[src/rtl/codec_intf.sv]
// rtl/codec_intf.sv - I2S master for the CS4272: clock generation, codec reset, 16-bit sample RX/TX
module codec_intf (
    input  logic        clk,
    input  logic        rst_n,
    input  logic        SDout,
    input  logic [15:0] lft_out,
    input  logic [15:0] rht_out,
    output logic        MCLK,
    output logic        SCLK,
    output logic        LRCLK,
    output logic        RSTn,
    output logic        SDin,
    output logic [15:0] lft_in,
    output logic [15:0] rht_in,
    output logic        valid
);

    logic [9:0]  cnt_q, cnt_d;
    logic        rstn_q, rstn_d;
    logic        sdin_q, sdin_d;
    logic        valid_q, valid_d;
    logic [15:0] lft_in_q, lft_in_d;
    logic [15:0] rht_in_q, rht_in_d;
    logic [15:0] rx_l_q, rx_l_d;
    logic [15:0] rx_r_q, rx_r_d;
    logic [15:0] hold_l_q, hold_l_d;
    logic [15:0] hold_r_q, hold_r_d;
    logic [15:0] tx_l_q, tx_l_d;
    logic [15:0] tx_r_q, tx_r_d;
    logic [4:0]  rx_slot;
    logic [4:0]  tx_slot;
    logic        rx_bit;
    logic        tx_edge;

    always_comb begin
        cnt_d    = cnt_q + 10'd1;
        rstn_d   = rstn_q | (cnt_q == 10'h3FF);
        sdin_d   = sdin_q;
        lft_in_d = lft_in_q;
        rht_in_d = rht_in_q;
        rx_l_d   = rx_l_q;
        rx_r_d   = rx_r_q;
        hold_l_d = hold_l_q;
        hold_r_d = hold_r_q;
        tx_l_d   = tx_l_q;
        tx_r_d   = tx_r_q;

        // Sample one clk before SCLK rises, mid-bit; only the top 16 of 24 bits are kept.
        rx_slot = cnt_q[8:4];
        rx_bit  = (cnt_q[3:0] == 4'd7) && (rx_slot >= 5'd1) && (rx_slot <= 5'd16);
        if (rx_bit) begin
            if (cnt_q[9]) begin
                rx_r_d = {rx_r_q[14:0], SDout};
            end else begin
                rx_l_d = {rx_l_q[14:0], SDout};
            end
        end

        valid_d = rstn_q && (cnt_q == 10'h307);
        if (valid_d) begin
            lft_in_d = rx_l_q;
            rht_in_d = rx_r_d;
        end

        if (valid_q) begin
            hold_l_d = lft_out;
            hold_r_d = rht_out;
        end

        // SDin changes as SCLK falls; tx_slot is the slot being entered.
        tx_slot = cnt_d[8:4];
        tx_edge = (cnt_q[3:0] == 4'hF);
        if (tx_edge) begin
            sdin_d = 1'b0;
            if (tx_slot == 5'd0) begin
                if (cnt_d[9]) begin
                    tx_r_d = hold_r_q;
                end else begin
                    tx_l_d = hold_l_q;
                end
            end else if (tx_slot <= 5'd16) begin
                if (cnt_d[9]) begin
                    sdin_d = tx_r_q[15];
                    tx_r_d = {tx_r_q[14:0], 1'b0};
                end else begin
                    sdin_d = tx_l_q[15];
                    tx_l_d = {tx_l_q[14:0], 1'b0};
                end
            end
        end
    end

    always_ff @(posedge clk or negedge rst_n) begin
        if (!rst_n) begin
            cnt_q    <= 10'd0;
            rstn_q   <= 1'b0;
            sdin_q   <= 1'b0;
            valid_q  <= 1'b0;
            lft_in_q <= 16'd0;
            rht_in_q <= 16'd0;
            rx_l_q   <= 16'd0;
            rx_r_q   <= 16'd0;
            hold_l_q <= 16'd0;
            hold_r_q <= 16'd0;
            tx_l_q   <= 16'd0;
            tx_r_q   <= 16'd0;
        end else begin
            cnt_q    <= cnt_d;
            rstn_q   <= rstn_d;
            sdin_q   <= sdin_d;
            valid_q  <= valid_d;
            lft_in_q <= lft_in_d;
            rht_in_q <= rht_in_d;
            rx_l_q   <= rx_l_d;
            rx_r_q   <= rx_r_d;
            hold_l_q <= hold_l_d;
            hold_r_q <= hold_r_d;
            tx_l_q   <= tx_l_d;
            tx_r_q   <= tx_r_d;
        end
    end

    assign MCLK   = cnt_q[1];
    assign SCLK   = cnt_q[3];
    assign LRCLK  = cnt_q[9];
    assign RSTn   = rstn_q;
    assign SDin   = sdin_q;
    assign valid  = valid_q;
    assign lft_in = lft_in_q;
    assign rht_in = rht_in_q;

endmodule

[config.mk]
export PLATFORM = sky130hd
export DESIGN_NAME = codec_intf
export DESIGN_NICKNAME = d
export VERILOG_FILES = /design/src/rtl/codec_intf.sv
export SDC_FILE = /design/constraint.sdc
export NUM_CORES = 1
export LEC_CHECK = 0
export CAP_MARGIN = 20
export CORE_UTILIZATION = 55
export CTS_CLUSTER_DIAMETER = 150
export DETAILED_ROUTE_END_ITERATION = 12
export PLACE_DENSITY = 0.89
export RECOVER_POWER = 50
export SKIP_CTS_REPAIR_TIMING = 1
export SYNTH_ARGS = -nofsm -noshare
export SYNTH_HDL_FRONTEND = slang
export SYNTH_SLANG_ARGS = --single-unit
[constraint.sdc]
create_clock -name clk -period 2.55 [get_ports clk]
set_input_delay 0.51 -clock clk [delete_from_list [all_inputs] [get_ports clk]]
set_output_delay 0.51 -clock clk [all_outputs]
set_load 0.02 [all_outputs]
== Word-level counts from Yosys, hierarchy flattened ==
Cells that the tools add are included.

* Bitwise operators: 2
* Reduce and logical (&&, ||, !) cells: 8
* Muxes and demuxes: 13
* Add/subtract/negate cells: 1
* Equality and inequality tests: 8
* Order comparisons: 3

{| class="wikitable"
|+ Operators by type and width
! cell !! count
|-
| 16-bit two-way mux || 10
|-
| 10-bit equality test, second input constant || 2
|-
| 10-bit by 1-bit adder with 10-bit output, second input constant || 1
|-
| 5-bit <= comparator, second input constant || 2
|-
| 2-bit != test, second input constant || 4
|-
| 4-bit AND reduction || 2
|-
| 5-bit by 1-bit greater-or-equal comparator with 1-bit output, second input constant || 1
|-
| 5-bit logical NOT || 1
|-
| 4-bit by 3-bit equality test with 1-bit output, second input constant || 1
|-
| 4-bit equality test, second input constant || 1
|-
| 1-bit logical AND || 3
|-
| 1-bit two-way mux || 3
|-
| 2-bit AND reduction || 1
|-
| 2-bit nonzero test || 1
|-
| 1-bit NOT || 1
|-
| 1-bit bitwise OR || 1
|}

* Input bits: 35
* Logic and storage cells: 47
* Output and inout bits: 38
* Bits in registers: 141

== Longest topological paths before layout ==
Gate-level depths: netlist (run 1).

* Depth after elaboration: 4
* Mapped depth: 9
* Mapped depth without buffers: 8

== Worst setup path after synthesis (run 1) ==
No wires, ideal clock.

* Path type: reg-to-reg
* From: register cnt_q[1]
* To: register tx_l_q[10]
* Required time: 2.420 ns
* Library setup time: 0.130 ns
* Cell stages (with the launch flop): 8
* Buffers on the path: 1
* Arrival: 2.179 ns
* Period minus slack after synthesis: 2.309 ns
* Setup slack: 0.241 ns
* Cells stage by stage: dfrtp_1 > ha_1 > nand3_2 > or4_1 > o31a_2 > a211oi_4 > buf_2 > a31oi_1

* Longest elaborated chain between the ends: 4
* Elaborated cells on any way between the ends: 9
* Those cells by class: add/sub: 1; order compare: 1; eq/ne: 3; mux: 1; reduce/logical: 3

{| class="wikitable"
|+ Ends and longest elaborated chain
! what !! line !! source
|-
| from (decl) || 18 || <nowiki>logic [9:0] cnt_q, cnt_d;</nowiki>
|-
| from (signal assigned) || 108 || <nowiki>cnt_q <= cnt_d;</nowiki>
|-
| 10-bit by 1-bit adder with 10-bit output || 36 || <nowiki>cnt_d = cnt_q + 10'd1;</nowiki>
|-
| 5-bit <= comparator or 5-bit logical NOT (tied branches) || 81, 75 ||
|-
| 2-bit != test (no line) or 2-bit nonzero test (tied branches) || - ||
|-
| 4-bit AND reduction (no line) || - ||
|-
| to (signal assigned) || 118 || <nowiki>tx_l_q <= tx_l_d;</nowiki>
|-
| to (decl) || 28 || <nowiki>logic [15:0] tx_l_q, tx_l_d;</nowiki>
|}

Parallel ways exist; a longest one is shown, timed or not.
A chain may end at the register's enable or synchronous reset.

== Worst setup path in the final report (run 1) ==
* From: register cnt_q[1]
* To: register tx_l_q[14]

The elaborated chain is that of the path after synthesis.

==> run summary, run 1 <==
status = complete, but fails checks
failing checks = max-capacitance violations, max-slew violations
capture point of the worst reg-to-reg path = tx_l_q[14]$_DFFE_PN0P_
Antenna diodes = 0
switching share of power = 20.61%
die area = 0.01051 mm²
Net Sw Power = 1004 µW
via density per instance = 5.467
HPWL after DPL = 6.610 mm
Worst VDD drop = 0.0003594 V
initial antenna violation count = 0
RR Startpoint = cnt_q[1]$_DFF_PN0_
fraction of synthesis flops using an asynchronous set or reset pin = 100.0%
register bit total from synthesis = 140
maxcap violations = 1
internal power = 3868 µW
routed len/inst = 16.38 µm
Clock Latency Late Sink = 520 ps
CTS max path bufs = 2
vias in the first global route = 3,786
clock skew after layout = 10.22 ps
CP Class = register to register
Gate power share = 2.1%
fmax = 0.4230 GHz
remaining antenna violation count after routing = 0
Post-synth EDFFs = 0
num rows = 36
crit path launch = cnt_q[1]$_DFF_PN0_
synth unique cells = 32
die height = 102.5 µm
gate count after technology mapping = 429
CTS root buf = clkbuf_8
first-pass GRT wire length = 18.51 mm
Core ar. = 0.009774 mm²
nets@finish = 546
crit path time final = 2364 ps
RSZ-0062 raised after global routing = false
final setup vio count = 0
Top Ports = 73
area delta synth->final = 27.04%
startpoint types = register
Critical Path Fanout Max = 32
Setup WS pre-CTS = 183.0 ps
share of cells above drive strength 1 = 27.97%
Slew HR = -19.53%
pwr dens = 690.1 mW/mm²
Setup TNS = 0 ps
post-route setup slack = 186.0 ps
final hold viol count = 0
mean post-synth cell area = 12.95 µm²
H-tree depth = 4
clk slew on worst S/H paths = 60 ps
R2R depth = 8
Worst path max stage delay = 550 ps
Synth Net Count = 465
Final Util = 72.22%
Top FF cell, synth = dfrtp_1
Initial Utilization = 56.85%
fill count = 634
Num CTS Buffers = 17
total power = 4872 µW
worst min path class = primary input to async pin
post-synthesis sequential area ratio = 63.05%
gp weighted congestion = 0.8182
sequential group share of total power = 45.7%
Tcrit/Tclk final = 92.70%
area of the mapped netlist = 0.005557 mm²
CTS tree = yes
Slowest-stage cell, CP = or4_1
IO Port Bufs = 72
1st-iter DRT viols = 95
CP Capture Type = register
TritonRoute pass-1 iters = 4
setup slack, reg-to-reg = 190 ps
max-slew violation count = 72
Worst-Margin Slew = 1793 ps
total track usage = 23.62%
Die Span X = 102.5 µm
Sink Count = 140
DR vias = 3,581
global route overflow = 0
final wirelength = 10.73 mm
Clk network pwr share = 52.3%
largest net degree at the start of global routing = 73
CP endpoint = tx_l_q[14]$_DFFE_PN0P_
Ys Warns = 0
Crit path arrival time = 2790 ps
Leakage = 0.003279 µW
Critical Path RT = 2980 ps
critical path cell sequence = ha_1, nand3_2, or4_1, o31a_2, a211oi_4, buf_12, nor2_1, a31oi_1
# DRC = 0
[cells in the mapped netlist (2+ instances only)]
library cell    n  area (µm²)
a31oi_1        30       187.7
buf_1           3       11.26
buf_2          12       60.06
buf_6           2       22.52
clkbuf_1        5       18.77
dfrtp_1       140        3503
inv_1           5       18.77
mux2_2         95        1070
nand2_1        65       244.0
nand3_1         5       25.02
nand3_2         2       20.02
nand4_1         2       12.51
nor2_1         35       131.4
nor3_1          2       10.01
o21ai_0         2       10.01
or3_1           2       12.51
xnor2_1         7       61.31
[per-stage QoR]
stage                     std cells  hold slack (ps)  cell area, µm²
final                           655            455.4            7059
after floorplan                 429            214.4            5557
after global routing            655            494.9            7059
after detailed placement        624            474.6            6465
after CTS                       655            17.19            7074
after global placement          624            452.6            6465
[final cells by class]
| cell class | count | area (µm²) | share of cell area (%) |
|---|---|---|---|
| Clock buffer | 18 | 417.9 | 5.920 |
| Clock inverter | 13 | 191.4 | 2.712 |
| Inverter | 5 | 18.77 | 0.2659 |
| Multi-Input combinational cell | 262 | 1922 | 27.22 |
| Sequential cell | 140 | 3503 | 49.63 |
| Tap cell | 133 | 166.4 | 2.357 |
| Timing Repair Buffer | 84 | 839.6 | 11.89 |
[state kept, by name, summed over array words and instances (netlist names)]
signal / count
RSTn: 1
SDin: 1
cnt_q: 10
hold_l_q: 16
hold_r_q: 16
lft_in: 16
rht_in: 16
rx_l_q: 16
rx_r_q: 15
tx_l_q: 16
tx_r_q: 16
valid: 1
[routing by layer]
metal | vias up | track usage [%] | routed length, µm
li1 | 1647 | - | -
met1 | 1812 | 29.29 | 4568
met2 | 102 | 40.15 | 5535
met3 | 20 | 5.356 | 435
met4 | 0 | 9.780 | 187
met5 | - | 0 | 0
[power groups by stage]
| stage | Sequential, µW | Clock (µW) | Combinational [µW] |
|---|---|---|---|
| after global routing | 2230 | 2680 | 113 |
| after detailed placement | 2270 | 0 | 105 |
| after floorplan | 2270 | 0 | 2.58 |
| after CTS | 2230 | 2580 | 105 |
| final | 2230 | 2550 | 99.9 |
| after global placement | 2270 | 0 | 102 |
[cell families (layout without fill, tap and decap cells)]
| logic type | after synthesis | in the layout | synth area share, % |
|---|---|---|---|
| XOR/XNOR | 8 | 8 | 1.261 |
| adder cells (fa/ha/maj) | 1 | 1 | 0.2251 |
| buffers and inverters | 27 | 120 | 2.364 |
| flip-flops | 140 | 140 | 63.05 |
| multiplexers | 96 | 96 | 19.43 |
| AND/OR/NAND/NOR | 117 | 117 | 8.669 |
| AO/OA/AOI/OAI | 40 | 40 | 4.999 |
[placed cells by master (no fill, tap or decap), types with 2 or more instances in the layout]
master           instances
inv_1                    5
clkinv_4                 2
xnor2_1                  7
or3_1                    2
buf_4                    5
mux2_2                  95
inv_6                    3
nand3_1                  6
o21ai_0                  2
nand4_1                  2
clkdlybuf4s50_1         71
nand2_1                 65
buf_12                   3
a31oi_1                 30
bufinv_16                4
dfrtp_1                140
nor2_1                  35
clkbuf_16               16
clkbuf_2                 4
clkinvlp_4               3
[worst max-delay path, delay by kind of cell, from the launching register on]
family          cells  cell delay, ps
fa+ha+maj           1             230
buf+inv             1             210
compound gates      3             640
flops               1             390
simple gates        3             800
[worst min-delay path by stage]
stage,cells after the start,from,slack [ps],end
after floorplan,0,rst_n,210,RSTn$_DFF_PN0_
after global placement,1,cnt_q[0]$_DFF_PN0_,450,cnt_q[0]$_DFF_PN0_
after detailed placement,1,cnt_q[0]$_DFF_PN0_,470,cnt_q[0]$_DFF_PN0_
after CTS,1,rst_n,20,rht_in[3]$_DFFE_PN0P_
after global routing,1,cnt_q[0]$_DFF_PN0_,490,cnt_q[0]$_DFF_PN0_
final,1,rst_n,460,rht_in[5]$_DFFE_PN0P_
Note: power is estimated with default switching activity, not from simulation.
==> inputs of run 2 (changes only) <==
GPL_TIMING_DRIVEN = 0   (was unset)
RECOVER_POWER = 25   (was 50)
==> run summary, run 2 (same netlist as run 1, synthesis figures left out) <==
Antenna diodes = 0 (unchanged)
Tcrit/Tclk final = 95.57% (+2.9 points)
crit-path leading delay family = simple AND/OR/NAND/NOR gates
Worst-Margin Slew = 1442 ps (-351.4 ps)
Num CTS Buffers = 17 (unchanged)
Buf/Inv on CP = 1 (unchanged)
IO Port Bufs = 72 (unchanged)
routed len/inst = 16.57 µm (+1.2%)
area of the multi-input gates = 0.001948 mm² (+1.4%)
fmax = 0.4103 GHz (-3.0%)
area delta synth->final = 28.33%
max-slew violation count = 0 (-100%)
CP Class = register to register
capture point of the worst reg-to-reg path = rx_l_q[10]$_DFFE_PN0P_
vias in the first global route = 3,770 (-0.42%)
HPWL after DPL = 7.247 mm (+9.6%)
TritonRoute pass-1 iters = 4 (unchanged)
initial antenna violation count = 0 (unchanged)
commonest non-fill, non-tap cell in the layout = dfrtp_1
Critical Path Fanout Max = 10 (-69%)
DR vias = 3,627 (+1.3%)
H-tree depth = 4 (unchanged)
Top Ports = 73 (unchanged)
final setup vio count = 0 (unchanged)
CTS tree = yes
maxcap violations = 0 (-1)
Leakage = 0.003334 µW (+1.7%)
Sink Count = 140 (unchanged)
Core ar. = 0.009774 mm² (unchanged)
Clock Latency Late Sink = 520 ps (about the same)
Slowest-stage cell, CP = or3_1
num rows = 36 (unchanged)
Critical Path RT = 2950 ps (-30 ps)
fill count = 627 (-1.1%)
worst hold path startpoint = cnt_q[0]$_DFF_PN0_
pwr dens = 674.7 mW/mm² (-2.2%)
Initial Utilization = 56.85% (unchanged)
critical path cell sequence = or3_1, nor2_1, xnor2_1, nand2_1, nor2_2, buf_2, mux2_2
nets@finish = 560 (+2.6%)
CTS root buf = clkbuf_8
gp weighted congestion = 0.7970 (-2.6%)
global route overflow = 0 (unchanged)
share of cells above drive strength 1 = 28.86% (+0.89 points)
most frequent cells in the layout = dfrtp_1, mux2_2, clkdlybuf4s50_1
Die Span X = 102.5 µm (unchanged)
crit path time final = 2437 ps (+73.06 ps)
final wirelength = 11.10 mm (+3.5%)
hold depth = 1
setup slack, reg-to-reg = 110 ps (-70 ps)
status = finished, final reports clean
Slew HR = 3.889% (+23 points)
CP Depth = 7 (-1)
RR Startpoint = cnt_q[5]$_DFF_PN0_
post-route setup slack = 113.0 ps (-73.06 ps)
# DRC = 0 (unchanged)
worst min path class = register to register
CP Capture Type = register
final hold viol count = 0 (unchanged)
die height = 102.5 µm (unchanged)
die area = 0.01051 mm² (unchanged)
FF+latch area = 0.003503 mm² (unchanged)
Crit path arrival time = 2830 ps (+40 ps)
Worst VDD drop = 0.0005380 V (+50%)
clock skew after layout = 7.003 ps (-3.216 ps)
via density per instance = 5.413 (-0.98%)
1st-iter DRT viols = 103 (+8.4%)
RSZ-0062 raised after global routing = false
largest net degree at the start of global routing = 83 (+14%)
clk slew on worst S/H paths = 60 ps (about the same)
Setup WS pre-CTS = -104.5 ps (-287.5 ps)
Final Util = 72.95% (+0.73 points)
Worst path max stage delay = 510 ps (-40 ps)
total track usage = 22.92% (-0.71 points)
startpoint types = register
remaining antenna violation count after routing = 0 (unchanged)
R2R depth = 7 (-1)
CTS max path bufs = 2 (unchanged)
Hold Path Sink = cnt_q[0]$_DFF_PN0_
first-pass GRT wire length = 18.15 mm (-1.9%)
-- run 2: changes by cell type in the layout (fill, tap and decap cells not counted), sizes merged --
cell and delta:
dlygate4sd3 +1, clkbuf +6, inv -1, clkinvlp +2
buf +8, bufinv -1
-- run 2: worst max-delay path by stage --
| stage | startpoint | to | slack (ps) |
|---|---|---|---|
| 2_1_floorplan | cnt_q[1]$_DFF_PN0_ | tx_l_q[10]$_DFFE_PN0P_ | 240 |
| 6_report | cnt_q[5]$_DFF_PN0_ | rx_l_q[10]$_DFFE_PN0P_ | 110 |
| 3_5_place_dp | cnt_q[0]$_DFF_PN0_ | rht_in[9]$_DFFE_PN0P_ | -100 |
| 4_1_cts | cnt_q[0]$_DFF_PN0_ | rht_in[11]$_DFFE_PN0P_ | -130 |
| 3_3_place_gp | rst_n | hold_l_q[8]$_DFFE_PN0P_ | -4140 |
| 5_1_grt | cnt_q[5]$_DFF_PN0_ | rx_l_q[10]$_DFFE_PN0P_ | 5 |
-- run 2: cell type report --
cell class                 instances  area share [%]
timing repair buffer              76           10.77
buffer                            22           1.685
clock inverter                    13           2.299
multi-input combinational        262           27.32
tap                              133           2.334
clock buffer                      19           6.194
sequential                       140           49.13
inverter                           5          0.2632
-- run 2: per-stage QoR --
step / setup TNS, ps / area [µm²] / std cells / hold WS [ps] / total power, µW
after floorplan: 0 / 5557 / 429 / 214.4 / 2269
after global placement: -578970 / 6444 / 634 / 450.9 / 2364
after detailed placement: -2503 / 6472 / 635 / 475.8 / 2372
after CTS: -3058 / 7078 / 667 / -31.05 / 4837
after global routing: 0 / 7131 / 670 / 490.9 / 4959
final: 0 / 7131 / 670 / 477.7 / 4811
-- run 2: routing by layer --
| metal | wire length [µm] | track usage [%] | up-vias |
|---|---|---|---|
| met5 | 0 | 0 | - |
| li1 | - | - | 1676 |
| met3 | 444 | 5.356 | 14 |
| met4 | 113 | 6.813 | 0 |
| met1 | 4681 | 28.49 | 1834 |
| met2 | 5863 | 40.00 | 103 |
-- run 2: worst register-to-register path, cell delays in order, from the launching register on --
cell and delay (ps):
dfrtp_1 420, or3_1 510, nor2_1 150, xnor2_1 150
nand2_1 90, nor2_2 300, buf_2 330, mux2_2 370
-- run 2: where the power goes --
part	leakage, µW	total, µW	internal, µW	switching, µW
clock network	0.000283	2480	1540	937
registers	0.00194	2230	2220	1.94
logic	0.00112	103	52.0	51.4
total	0.00333	4810	3820	990
==> inputs of run 3 (changes only) <==
CORE_UTILIZATION = 57   (was 55)
CTS_BUF_LIST = sky130_fd_sc_hd__clkbuf_8   (was unset)
CTS_CLUSTER_DIAMETER = 30   (was 150)
PLACE_DENSITY = 0.91   (was 0.89)
==> run summary, run 3 (same netlist as run 1, synthesis figures left out) <==
Worst path max stage delay = 460 ps (-50 ps)
fmax = 0.4175 GHz (+1.7%)
final setup vio count = 0 (unchanged)
Slowest-stage cell, CP = or3_1
RR Startpoint = cnt_q[5]$_DFF_PN0_
crit path time final = 2395 ps (-41.83 ps)
Antenna diodes = 0 (unchanged)
worst min path class = primary input to async pin
H-tree depth = 4 (unchanged)
FF+latch area = 0.003503 mm² (unchanged)
DR vias = 3,636 (+0.25%)
Setup TNS = 0 ps (unchanged)
Area after DPL = 0.006467 mm² (about the same)
commonest non-fill, non-tap cell in the layout = dfrtp_1
fill count = 608 (-3.0%)
total power = 4238 µW (-12%)
Critical Path RT = 2860 ps (-90 ps)
Setup WS pre-CTS = -46.62 ps (+57.84 ps)
Gate power share = 2.4% (+0.3 points)
Crit path arrival time = 2710 ps (-120 ps)
CP Capture Type = register
Leakage = 0.003234 µW (-3.0%)
Top Ports = 73 (unchanged)
setup slack, reg-to-reg = 150 ps (+40 ps)
IO Port Bufs = 72 (unchanged)
Worst-Margin Slew = 1393 ps (-48.25 ps)
Slew HR = 7.106% (+3.2 points)
Worst VDD drop = 0.0003722 V (-31%)
Final Util = 74.14% (+1.2 points)
initial antenna violation count = 0 (unchanged)
largest net degree at the start of global routing = 86 (+3.6%)
die area = 0.01015 mm² (-3.4%)
share of cells above drive strength 1 = 28.46% (-0.40 points)
HPWL after DPL = 7.117 mm (-1.8%)
CTS root buf = clkbuf_8
1st-iter DRT viols = 142 (+38%)
R2R depth = 7 (unchanged)
routed len/inst = 15.90 µm (-4.0%)
CTS tree = yes
area of the multi-input gates = 0.001934 mm² (-0.71%)
internal power = 3336 µW (-13%)
total track usage = 23.65% (+0.74 points)
remaining antenna violation count after routing = 0 (unchanged)
final hold viol count = 0 (unchanged)
first-pass GRT wire length = 18.26 mm (+0.57%)
Die Span X = 100.7 µm (-1.7%)
post-route cell area = 0.006915 mm² (-3.0%)
gp weighted congestion = 0.8359 (+4.9%)
capture point of the worst reg-to-reg path = rx_l_q[12]$_DFFE_PN0P_
clock skew after layout = 13.67 ps (+6.663 ps)
Tcrit/Tclk final = 93.93% (-1.6 points)
sequential group share of total power = 52.4% (+6.1 points)
switching share of power = 21.28% (+0.70 points)
critical path cell sequence = or3_1, nor2_1, xnor2_1, nand2_1, nor2_2, buf_2, mux2_2
pwr dens = 612.8 mW/mm² (-9.2%)
Critical Path Fanout Max = 10 (unchanged)
die height = 100.7 µm (-1.7%)
CP Class = register to register
num rows = 35 (-2.8%)
clk slew on worst S/H paths = 80 ps (+20 ps)
startpoint types = register
Sink Count = 140 (unchanged)
Clk network pwr share = 45.2% (-6.4 points)
Num CTS Buffers = 17 (unchanged)
max-slew violation count = 0 (unchanged)
area delta synth->final = 24.45%
vias in the first global route = 3,796 (+0.69%)
Core ar. = 0.009328 mm² (-4.6%)
via density per instance = 5.484 (+1.3%)
Net Sw Power = 901.7 µW (-8.9%)
Clock Latency Late Sink = 440 ps (-80 ps)
status = finished, final reports clean
post-route setup slack = 154.8 ps (+41.83 ps)
maxcap violations = 0 (unchanged)
Initial Utilization = 59.57% (+2.7 points)
TritonRoute pass-1 iters = 5 (+1)
most frequent cells in the layout = dfrtp_1, mux2_2, clkdlybuf4s50_1
nets@finish = 558 (-0.36%)
# DRC = 0 (unchanged)
final wirelength = 10.54 mm (-5.0%)
global route overflow = 0 (unchanged)
CTS max path bufs = 2 (unchanged)
==> run 3: changes by cell type in the layout (fill, tap and decap cells not counted), sizes merged <==
cell | previous run | this run
buf | 17 | 18
bufinv | 3 | 4
clkbuf | 28 | 24
clkinv | 3 | 4
clkinvlp | 5 | 3
dlygate4sd3 | 1 | 0
inv | 7 | 8
==> run 3: through the flow <==
stage	std cells	hold WS [ps]
after floorplan	429	214.4
after global placement	630	451.0
after detailed placement	631	481.0
after CTS	662	25.81
after global routing	663	477.8
final	663	384.7
==> run 3: metal layers <==
metal	track usage, %	part of all wire, %	vias up	wire (µm)
met4	7.915	1.4	0	151
met3	5.409	4.5	20	475
met1	29.62	41	1831	4325
met2	40.83	53	115	5589
li1	-	-	1670	-
met5	0	0	-	0
==> run 3: worst max-delay path by stage <==
stage / startpoint / endpoint / slack [ps] / depth (start not counted)
2_1_floorplan: cnt_q[1]$_DFF_PN0_ / tx_l_q[10]$_DFFE_PN0P_ / 240 / 7
3_3_place_gp: rst_n / hold_l_q[8]$_DFFE_PN0P_ / -4160 / 1
3_5_place_dp: cnt_q[0]$_DFF_PN0_ / lft_in[0]$_DFFE_PN0P_ / -50 / 7
4_1_cts: cnt_q[0]$_DFF_PN0_ / lft_in[9]$_DFFE_PN0P_ / -70 / 7
5_1_grt: cnt_q[5]$_DFF_PN0_ / rx_l_q[12]$_DFFE_PN0P_ / -20 / 7
6_report: cnt_q[5]$_DFF_PN0_ / rx_l_q[12]$_DFFE_PN0P_ / 150 / 7
==> run 3: worst max-delay path, delay by kind of cell, from the launching register on <==
kind / cells / cell delay (ps)
XOR/XNOR: 1 / 150
buffers and inverters: 1 / 330
flip-flops: 1 / 430
multiplexers: 1 / 370
AND/OR/NAND/NOR: 4 / 1010
==> run 3: power by group through the flow <==
| stage | registers, µW | clock network (µW) | logic, µW |
|---|---|---|---|
| final | 2220 | 1910 | 101 |
| after global routing | 2220 | 2040 | 114 |
| after CTS | 2220 | 1940 | 106 |
| after detailed placement | 2270 | 0 | 105 |
| after global placement | 2270 | 0 | 96.0 |
| after floorplan | 2270 | 0 | 2.58 |
==> run 3: area by class of cell <==
cell class              instances  area share [%]
clock inverters                14           2.823
multi-input cells             262           27.97
clock buffers                  17           3.383
flip-flops and latches        140           50.66
well taps                     129           2.334
repair buffers                 74           10.86
inverters                       5          0.2714
plain buffers                  22           1.701
==> patch 1 (config.mk and constraints of run 3) <==
Take the reset off `hold_r_q` and load it in a clocked block of its own.
--- a/src/rtl/codec_intf.sv
+++ b/src/rtl/codec_intf.sv
@@ -101,7 +101,6 @@
             rx_l_q   <= 16'd0;
             rx_r_q   <= 16'd0;
             hold_l_q <= 16'd0;
-            hold_r_q <= 16'd0;
             tx_l_q   <= 16'd0;
             tx_r_q   <= 16'd0;
         end else begin
@@ -114,10 +113,13 @@
             rx_l_q   <= rx_l_d;
             rx_r_q   <= rx_r_d;
             hold_l_q <= hold_l_d;
-            hold_r_q <= hold_r_d;
             tx_l_q   <= tx_l_d;
             tx_r_q   <= tx_r_d;
         end
+    end
+
+    always_ff @(posedge clk) begin
+        hold_r_q <= hold_r_d;
     end
 
     assign MCLK   = cnt_q[1];
Check against the original RTL: same outputs for any inputs over 10 cycles, from zero or initial values and one cycle with rst_n low; that may be too few to reach the edited logic, so the function may still have changed.
==> patch 1 against run 3 <==
The flow now finishes with violations (capacitance limit, slew limit). Critical path type unchanged. Area after synthesis down 1.9%. Cell count is 2.9% lower. Largest power group unchanged. Power fell by 7.3%. Sequential share of layout area up 2.6 points. Clock skew decreased by 4.1 ps. Worst hold slack improved by 87 ps. Maximum frequency down 1.2%. Synthesized cell count decreased by 4.2%. Routed wire length is 7.2% lower. Sequential cell count is the same. Final area shrank 2.7%. Worst setup slack lost 30 ps.
==> patch 1: results (changes against run 3) <==
The run finished, with violations left. The final reports fail on capacitance limit, slew limit. The met2 capacity usage during global routing was 36.1% (was 40.8%); the worst supply voltage drop on vdd was 0.402 mV (was 0.372 mV). The tools report the worst-case setup slack after placement as -10.9 ps (was -46.6 ps). The tools report the startpoint of the worst-slack reg-to-reg timing path as cnt_q[6]$_DFF_PN0_ (was cnt_q[5]$_DFF_PN0_). The worst path setup slack after routing came out at 125 ps (was 155 ps).

The tools report the number of instances in the synthesized netlist as 411 (was 429). Leading post-synthesis cells by instance count: sky130_fd_sc_hd__dfrtp_1 (124), sky130_fd_sc_hd__mux2_2 (79), sky130_fd_sc_hd__nand2_1 (65), sky130_fd_sc_hd__nor2_1 (35), sky130_fd_sc_hd__a31oi_1 (30) (was sky130_fd_sc_hd__dfrtp_1 (140), sky130_fd_sc_hd__mux2_2 (95), sky130_fd_sc_hd__nand2_1 (65), sky130_fd_sc_hd__nor2_1 (35), sky130_fd_sc_hd__a31oi_1 (30)). The logs give 420 ps (was 440 ps) for the source-to-sink clock delay at the later pin of the worst-skew pair and 9.55 ps (was 13.7 ps) for the worst setup skew after layout. The end of the worst register-to-register path is rx_l_q[13]$_DFFE_PN0P_ (was rx_l_q[12]$_DFFE_PN0P_).

The run gives 63 (was 0) as the number of max-slew violations in the final report. Ranking of synthesized cells by area: sky130_fd_sc_hd__dfrtp_1 (57%), sky130_fd_sc_hd__mux2_2 (16%), sky130_fd_sc_hd__edfxtp_1 (8.8%), sky130_fd_sc_hd__nand2_1 (4.5%), sky130_fd_sc_hd__a31oi_1 (3.4%) (was sky130_fd_sc_hd__dfrtp_1 (63%), sky130_fd_sc_hd__mux2_2 (19%), sky130_fd_sc_hd__nand2_1 (4.4%), sky130_fd_sc_hd__a31oi_1 (3.4%), sky130_fd_sc_hd__nor2_1 (2.4%)). The run gives 173 (was 142) as the DRC marker count from the first detailed-route iteration.

The reported max-cap violation count was 1 (was 0); the setup slack of the most critical reg-to-reg path was 130 ps (was 150 ps). The filler-free cell count of the finished design was 644 (was 663). The sum of net half-perimeters after detailed placement was 6.71 mm (was 7.12 mm); the first-pass GRT wire length was 16.8 mm (was 18.3 mm).

The arrival time of the worst setup path came out at 2730 ps (was 2710 ps). Routability-driven placement congestion ratio: 0.823 (was 0.836). The synthesized-area fraction occupied by adder cells was 0.230% (was 0.225%); the placed instance area was 6360 sq um (was 6470 sq um). The met3 capacity usage during global routing is 4.74% (was 5.41%), and the via count of the first global-routing pass is 3574 (was 3796). The met1 layer usage reported by global route came out at 28.1% (was 29.6%).

The wire length on met1 was 4.24 mm (was 4.33 mm). The tightest hold margin was 472 ps (was 385 ps). The leakage power figure was 0.00304 uW (was 0.00323 uW).

The maximum number of pins on one net before global-route repair is 64 (was 86), and the number of vias per cell after detailed routing is 5.36 (was 5.48). Slew at the pin with the worst max-slew slack: 1580 ps (was 1390 ps). For the overall global routing resource usage, the log shows 21.7% (was 23.7%). The xor and xnor fraction of the mapped netlist area works out to 1.29% (was 1.26%).
## patch 1: cell types whose count changed in the layout (fill, tap and decap cells not counted), sizes merged, moves of 2 or more
cell,run 3,this run
buf,18,14
bufinv,4,1
clkbuf,24,26
clkdlybuf4s50,71,56
dfrtp,140,124
dlygate4sd3,0,15
edfxtp,0,16
mux2,95,79
## patch 1: cell type report
class / count / area (sq um)
buffer: 20 / 108
inverter: 5 / 18.8
timing repair buffer: 73 / 743
sequential: 140 / 3580
clock buffer: 18 / 248
multi-input combinational: 246 / 1760
tap: 129 / 161
fill: 583 / 2510
clock inverter: 13 / 105
## patch 1: power by group
part / switching [uW] / leakage (uW) / internal, uW
Combinational: 44.4 / 0.00100 / 46.0
Clock: 798 / 0.000184 / 779
Sequential: 1.84 / 0.00185 / 2260
Total: 845 / 0.00304 / 3080
## patch 1: critical path, delay by kind of cell (launching register included)
kind	cells	cell delay, ps
buffers and inverters	1	320
XOR/XNOR	1	150
multiplexers	1	370
flip-flops	1	440
AND/OR/NAND/NOR	4	1010
==> patch 2 (config.mk and constraints of run 3) <==
Without the edit above. Register the output `lft_in` once more, cleared by the reset; this adds one clock of latency there. The other outputs are not delayed to match.
--- a/src/rtl/codec_intf.sv
+++ b/src/rtl/codec_intf.sv
@@ -126,7 +126,13 @@
     assign RSTn   = rstn_q;
     assign SDin   = sdin_q;
     assign valid  = valid_q;
-    assign lft_in = lft_in_q;
+    always_ff @(posedge clk or negedge rst_n) begin
+        if (!rst_n) begin
+            lft_in <= '0;
+        end else begin
+            lft_in <= lft_in_q;
+        end
+    end
     assign rht_in = rht_in_q;
 
 endmodule
Function: same outputs for any inputs over 10 cycles, from zero or initial values and one cycle with rst_n low; that may be too few to reach the edited logic, so the function may still have changed.
==> patch 2 against run 3 <==
Die area rose by 7.1%. Highest routed layer unchanged. Area after synthesis up 7.2%. Worst setup slack better by 2.1 ps. Sequential power is 12% higher. First-iteration DRC count rose by 18%. Worst hold slack worse by 9.6 ps. Routed wire length rose by 6.1%. Final area up 6.6%. Power increased by 12%. Critical path depth stayed put. Sequential cell count increased by 16. Sequential share of layout area up 2.3 points.
==> patch 2: results (changes against run 3) <==
The net total in the final layout was 574 (was 558); the worst setup skew after layout was 11.0 ps (was 13.7 ps). Number of vias per cell after detailed routing: 5.48 (about the same). Ranking of synthesized cells by area: sky130_fd_sc_hd__dfrtp_1 (66%), sky130_fd_sc_hd__mux2_2 (18%), sky130_fd_sc_hd__nand2_1 (4.1%), sky130_fd_sc_hd__a31oi_1 (3.2%), sky130_fd_sc_hd__nor2_1 (2.2%) (was sky130_fd_sc_hd__dfrtp_1 (63%), sky130_fd_sc_hd__mux2_2 (19%), sky130_fd_sc_hd__nand2_1 (4.4%), sky130_fd_sc_hd__a31oi_1 (3.4%), sky130_fd_sc_hd__nor2_1 (2.4%)). Maximum number of pins on one net before global-route repair: 109 (was 86).

The logs give 65.5% (was 63.0%) for the post-synthesis sequential area ratio and 930 uW (was 902 uW) for the switching component of the power. The total routed wirelength was 11.2 mm (was 10.5 mm); the number of instances in the synthesized netlist was 445 (was 429). The number of cells in the design after placement was 651 (was 631). The tightest hold margin was 375 ps (was 385 ps).

The total via count in the routed design was 3747 (was 3636); the number of inserted filler cells in the final layout was 643 (was 608). Sum of net half-perimeters after detailed placement: 7.33 mm (was 7.12 mm). The tools report the overall global routing resource usage as 23.1% (was 23.7%). The run gives 168 (was 142) as the DRC marker count from the first detailed-route iteration. The run gives 27.7% (was 29.6%) as the met1 layer usage reported by global route. For the met3 capacity usage during global routing, the log shows 4.95% (was 5.41%). The net count after synthesis was 481 (was 465). The flow ran to the end, and the final reports show no timing, DRC or antenna violations.

The routability-driven placement congestion ratio came out at 0.785 (was 0.836). The run gives 3965 (was 3796) as the via count of the first global-routing pass. For the leakage power figure, the log shows 0.00351 uW (was 0.00323 uW). Type of the most critical hold path: register to register (was input pin to async pin). The wire length on met1 is 4.64 mm (was 4.33 mm). Leading post-synthesis cells by instance count: sky130_fd_sc_hd__dfrtp_1 (156), sky130_fd_sc_hd__mux2_2 (95), sky130_fd_sc_hd__nand2_1 (65), sky130_fd_sc_hd__nor2_1 (35), sky130_fd_sc_hd__a31oi_1 (30) (was sky130_fd_sc_hd__dfrtp_1 (140), sky130_fd_sc_hd__mux2_2 (95), sky130_fd_sc_hd__nand2_1 (65), sky130_fd_sc_hd__nor2_1 (35), sky130_fd_sc_hd__a31oi_1 (30)). The worst setup path endpoint was rx_l_q[10]$_DFFE_PN0P_ (was rx_l_q[12]$_DFFE_PN0P_). The worst supply voltage drop on vdd is 0.503 mV (was 0.372 mV), and the arrival time of the worst setup path is 2730 ps (was 2710 ps).
==> patch 2: kinds of logic (layout without fill, tap and decap cells) <==
group | after synthesis | in the layout | synth area share, %
and+or+nand+nor | 117 | 117 | 8.09
AOI/OAI and AO/OA | 40 | 40 | 4.66
buffers and inverters | 27 | 133 | 2.21
xor gates and xnor gates | 8 | 8 | 1.18
DFF | 156 | 156 | 65.5
muxes | 96 | 96 | 18.1
adders and majority gates | 1 | 1 | 0.210
==> patch 2: layout make-up <==
cell class | count | area (sq um) | area share [%]
sequential | 156 | 3900 | 53.0
multi-input combinational | 262 | 1940 | 26.3
timing repair buffer | 74 | 753 | 10.2
clock buffer | 18 | 248 | 3.36
clock inverter | 14 | 225 | 3.06
tap | 133 | 166 | 2.26
buffer | 22 | 115 | 1.56
inverter | 5 | 18.8 | 0.255
==> patch 2: worst max-delay path, stage by stage, from the launching register on <==
cell,delay [ps]
sky130_fd_sc_hd__dfrtp_1,420
sky130_fd_sc_hd__or3_1,490
sky130_fd_sc_hd__nor2_1,160
sky130_fd_sc_hd__xnor2_1,150
sky130_fd_sc_hd__nand2_1,90
sky130_fd_sc_hd__nor2_2,290
sky130_fd_sc_hd__buf_2,320
sky130_fd_sc_hd__mux2_2,370
==> patch 2: power groups by stage <==
stage               combinational [uW]  clock, uW  sequential (uW)
detailed placement                 109          0             2520
floorplan                         2.58          0             2520
CTS                                111       2180             2480
global route                       119       2280             2480
finish                             107       2150             2480
global placement                  99.9          0             2530
==> patch 2: metrics by stage <==
stage / cell area, sq um / setup slack, ps
finish: 7370 / 157
global route: 7370 / -1.93
CTS: 7350 / -199
detailed placement: 6870 / -166
global placement: 6840 / -4770
floorplan: 5960 / 241
